--- src/rtl/booth_mul32_seq.sv ---
// booth_mul32_seq -- sequential radix-2 Booth signed 32x32->64 multiplier, one add/sub per clock (rev 1.0)
`default_nettype none

module adder_subtracter32 (
  input  logic [31:0] x,
  input  logic [31:0] y,
  input  logic        c_in,
  output logic [31:0] r,
  output logic        v
);
  logic [31:0] w_y_eff;

  // c_in=1 selects x - y as x + ~y + 1
  assign w_y_eff = y ^ {32{c_in}};
  assign r       = x + w_y_eff + {31'd0, c_in};
  assign v       = (x[31] == w_y_eff[31]) & (r[31] != x[31]);
endmodule

module booth_mul32_seq #(
  parameter int WIDTH = 32,
  parameter int ITER  = 32
) (
  input  logic                 clk,
  input  logic                 rst,
  input  logic                 start,
  input  logic [WIDTH-1:0]     multiplicand,
  input  logic [WIDTH-1:0]     multiplier,
  output logic                 busy,
  output logic                 done,
  output logic [2*WIDTH-1:0]   product,
  output logic                 ovf32
);
  localparam logic [4:0] C_LAST = 5'(ITER - 1);

  typedef enum logic [1:0] {
    S_IDLE = 2'd0,
    S_RUN  = 2'd1,
    S_DONE = 2'd2
  } state_t;

  state_t r_state, w_state_next;

  logic [WIDTH-1:0]   r_a, r_q, r_m;
  logic               r_q_1;
  logic [4:0]         r_count;

  logic               w_sub, w_use_sum, w_s, w_v, w_last, w_accept;
  logic [WIDTH-1:0]   w_r, w_a_sel, w_a_next, w_q_next;
  logic [2*WIDTH-1:0] w_prod_next;

  assign w_sub     = r_q[0] & ~r_q_1;
  assign w_use_sum = r_q[0] ^ r_q_1;

  adder_subtracter32 u_addsub (
    .x    (r_a),
    .y    (r_m),
    .c_in (w_sub),
    .r    (w_r),
    .v    (w_v)
  );

  // r[31]^v recovers the true sign when A-M or A+M overflows 32 bits
  assign w_a_sel     = w_use_sum ? w_r : r_a;
  assign w_s         = w_use_sum ? (w_r[WIDTH-1] ^ w_v) : r_a[WIDTH-1];
  assign w_a_next    = {w_s, w_a_sel[WIDTH-1:1]};
  assign w_q_next    = {w_a_sel[0], r_q[WIDTH-1:1]};
  assign w_prod_next = {w_a_next, w_q_next};
  assign w_last      = (r_count == C_LAST);
  assign w_accept    = start & (r_state != S_RUN);

  always_ff @(posedge clk) begin
    if (rst) r_state <= S_IDLE;
    else     r_state <= w_state_next;
  end

  always_comb begin
    w_state_next = r_state;
    busy         = 1'b0;
    done         = 1'b0;
    case (r_state)
      S_IDLE: if (start) w_state_next = S_RUN;
      S_RUN: begin
        busy = 1'b1;
        if (w_last) w_state_next = S_DONE;
      end
      S_DONE: begin
        done         = 1'b1;
        w_state_next = start ? S_RUN : S_IDLE;
      end
      default: w_state_next = S_IDLE;
    endcase
  end

  always_ff @(posedge clk) begin
    if (rst) begin
      r_a     <= '0;
      r_q     <= '0;
      r_q_1   <= 1'b0;
      r_m     <= '0;
      r_count <= '0;
      product <= '0;
      ovf32   <= 1'b0;
    end else if (w_accept) begin
      r_m     <= multiplicand;
      r_q     <= multiplier;
      r_a     <= '0;
      r_q_1   <= 1'b0;
      r_count <= '0;
    end else if (r_state == S_RUN) begin
      r_a     <= w_a_next;
      r_q     <= w_q_next;
      r_q_1   <= r_q[0];
      r_count <= r_count + 5'd1;
      if (w_last) begin
        product <= w_prod_next;
        ovf32   <= ~((&w_prod_next[2*WIDTH-1:WIDTH-1]) | ~(|w_prod_next[2*WIDTH-1:WIDTH-1]));
      end
    end
  end
endmodule

`default_nettype wire

--- config.mk ---
export PLATFORM = sky130hd
export DESIGN_NAME = booth_mul32_seq
export DESIGN_NICKNAME = d
export VERILOG_FILES = /design/src/rtl/booth_mul32_seq.sv
export SDC_FILE = /design/constraint.sdc
export NUM_CORES = 1
export LEC_CHECK = 0
export ABC_AREA = 1
export CAP_MARGIN = 40
export CORE_MARGIN = 4
export CORE_UTILIZATION = 58
export CTS_BUF_LIST = sky130_fd_sc_hd__clkbuf_4 sky130_fd_sc_hd__clkbuf_8
export CTS_CLUSTER_DIAMETER = 100
export DETAILED_ROUTE_END_ITERATION = 8
export GPL_TIMING_DRIVEN = 0
export PLACE_DENSITY = 0.93
export SYNTH_ARGS = -nofsm -noshare
export SYNTH_HDL_FRONTEND = slang
export SYNTH_SLANG_ARGS = --single-unit
--- constraint.sdc ---
create_clock -name clk -period 3.4 [get_ports clk]
set_input_delay 0.68 -clock clk [delete_from_list [all_inputs] [get_ports clk]]
set_output_delay 0.68 -clock clk [all_outputs]
set_load 0.01 [all_outputs]
==> metrics.yaml <==
status: "complete, no violations"
finalPower_w: 0.00486
start_kind: "flip-flop"
critPathKind: "flip-flop to flip-flop"
power_leakage_nw: 6.43
ys_top_cells_by_count: "nand2_1, inv_1, dfxtp_1"
fin_ws_ns: 0.0211
routed_wl_microns: 33300
tightest_slew_ns: 0.681
crit_path_frequent_cell: "nand2_1"
detail-route-antenna-nets: 0
cp_slowest_stage_delay_ns: 0.38
hold_viol: 0
numCtsBuffers: 17
reg2reg_depth: 23
dp_hpwl_microns: 24100
grt_pass1_wl_microns: 51000
netlist_instances: 1589
min_period_ns: 3.38
power_density_mw_per_mm2: 378
async_flop_share: 0
skew_ns: 0.0143
worstSetupEndpointType: "flip-flop"
io_pins: 134
grt_pass1_vias: 10700
final_net_count: 1863
yosys.area.top_type_share: 0.336
maxSlewViolCount: 0
drive_gt1_frac: 0.134
port_buffers: 133
die_y_microns: 140
n_antenna_cell: 0
slowest_stage: "ha_1"
num_vias: 11100
start_util: 0.600
antenna_found_initial: 0
rr_startpoint: "r_q_1"
die_area_sq_mm: 0.0195
cp_num_buf_inv: 4
crit_chain: "inv_1 -> ha_2 -> buf_6 -> buf_8 -> xor2_1 -> ha_1 -> nand2_1 -> nor2_1 -> nand2_2 -> nand2_2 -> nand2_1 -> nand4_1 -> nand3_1 -> nand2_1 -> nand2_1 -> nor2_1 -> nand2_1 -> nor2_1 -> nand3_1 -> nand2_1 -> nand3_2 -> nand2_1 -> inv_1"
first_pass_iters: 6
critPathTopFamily: "simple AND/OR/NAND/NOR gates"
ys_top_cells_by_area: "dfxtp_1, nand2_1, inv_1"
root_buffer: "clkbuf_8"
cts_buffer_depth: 2
post-route-period-util: 0.994
post_drt_wl_per_cell_microns: 16.7
drt_iter0_drc: 999
hold_start: "product[26]"
drt-vias-per-instance: 5.57
ys.warnings.count: 0
die-width_microns: 140
area_growth_pct: 27.6
finalSetupViolCount: 0
num_rows: 47
tritoncts: "yes"
cap_violations: 0
syn-num-nets: 1693
cp.arrival_ns: 3.78
worstSkewPairLatency_ns: 0.50
slew_headroom: 0.546
path_clk_slew_ns: 0.11
grt_usage: 0.320
r2r_setup_slack_ns: 0.02
synth.avg_cell_area_sq_um: 6.33
hold_buffers: 0
gp_congestion: 0.978
synth.most_common_cell: "nand2_1"
drc: 0
synth_cell_types: 37
place_ws_ns: -0.310
core_area_sq_mm: 0.0168
fmax_ghz: 0.296
r2r-end: "ovf32"
ir_drop_uv: 371
hold_path.class: "flip-flop to flip-flop"
synth-edff-count: 0
overflow: 0
postSynthRegisterBits: 169
htree_levels: 4
synth_seq_area_share: 0.336
grt_max_degree: 20
worstPathRequired_ns: 3.80
netlist_area_sq_mm: 0.0101
ys.flop_type: "dfxtp_1"
cts.sinks: 169
hold_path_depth: 2
critPathMaxFanout: 10
fillCellCount: 1229
yosys.area.top_type: "dfxtp_1"
min_to: "product[26]"
## worst reg2reg max path, stage by stage, from the launching register on
cell	delay, ns
dfxtp_2	0.36
inv_1	0.06
ha_2	0.17
buf_6	0.13
buf_8	0.16
xor2_1	0.17
ha_1	0.38
nand2_1	0.13
nor2_1	0.27
nand2_2	0.14
nand2_2	0.13
nand2_1	0.09
nand4_1	0.09
nand3_1	0.12
nand2_1	0.19
nand2_1	0.08
nor2_1	0.09
nand2_1	0.05
nor2_1	0.12
nand3_1	0.09
nand2_1	0.09
nand3_2	0.08
nand2_1	0.07
inv_1	0.04
## routing by layer
metal,part of all wire,global-route usage
met1,0.37,0.366
met2,0.48,0.552
met3,0.084,0.0628
met4,0.065,0.187
met5,0,0
## worst max path at each step
stage,startpoint,end,cells past startpoint
2_1_floorplan,r_q[0],ovf32,20
3_3_place_gp,r_q[0],ovf32,21
3_5_place_dp,r_q[0],ovf32,20
4_1_cts,r_q_1,ovf32,25
5_1_grt,r_q_1,ovf32,27
6_report,r_q_1,ovf32,23
## stage by stage
step / utilization / hold slack (ns) / setup TNS [ns] / std cells / area [sq um]
floorplan: - / 0.441 / 0 / 1589 / 10100
detailed placement: 0.697 / 0.471 / -0.336 / 1944 / 11700
CTS: 0.726 / 0.487 / 0 / 1979 / 12200
global placement: 0.696 / 0.449 / -0.782 / 1942 / 11700
global route: 0.766 / 0.509 / -0.131 / 1992 / 12800
finish: 0.766 / 0.494 / 0 / 1992 / 12800
## sequential cells by signal, indices dropped and copies added (netlist names)
register	flops
r_state	2
ovf32	1
r_m	32
r_count	5
r_a	32
r_q_1	1
r_q	32
product	64
## final cells by class
class                   instances  area, sq um  share of cell area
well taps                     220          275              0.0214
repair buffers                151         1490               0.116
plain buffers                  65          288              0.0224
clock inverters                15          174              0.0135
inverters                     304         1140              0.0889
flip-flops and latches        169         3390               0.264
multi-input cells            1051         5850               0.456
clock buffers                  17          234              0.0182
## placed cells by master (no fill, tap or decap), drive strengths merged, types with 2 or more instances in the layout
| master | n |
|---|---|
| nand3 | 113 |
| o211ai | 31 |
| inv | 310 |
| nand2 | 455 |
| o21bai | 9 |
| dfxtp | 169 |
| xnor2 | 2 |
| clkinv | 8 |
| nor2 | 166 |
| buf | 37 |
| nand3b | 4 |
| ha | 36 |
| clkdlybuf4s50 | 133 |
| and2 | 3 |
| clkbuf | 63 |
| xor2 | 31 |
| nand4 | 13 |
| o221ai | 30 |
| a21oi | 38 |
| o21ai | 104 |
| or2 | 3 |
| nor3 | 8 |
## timing repair
action	CTS	global route
setup buffers	3	13
endpoints found under the setup margin	5	3
pin swaps	2	63
resized for setup	16	159
## report_power, final
part	internal [W]	leakage (nW)	total, W	switching, W
sequential	0.00206	1.38	0.00213	0.0000674
clock	0.000563	0.203	0.00149	0.000928
combinational	0.000454	4.85	0.00124	0.000784
## cell families (layout without fill, tap and decap cells)
kind of cell,Yosys count,in the layout,synth area share
DFF,169,169,0.336
xor gates and xnor gates,33,33,0.0287
buffers and inverters,369,552,0.139
AOI/OAI and AO/OA,216,216,0.130
and+or+nand+nor,765,765,0.319
adders and majority gates,37,37,0.0468
No activity file was read; power rests on OpenSTA's default activity.
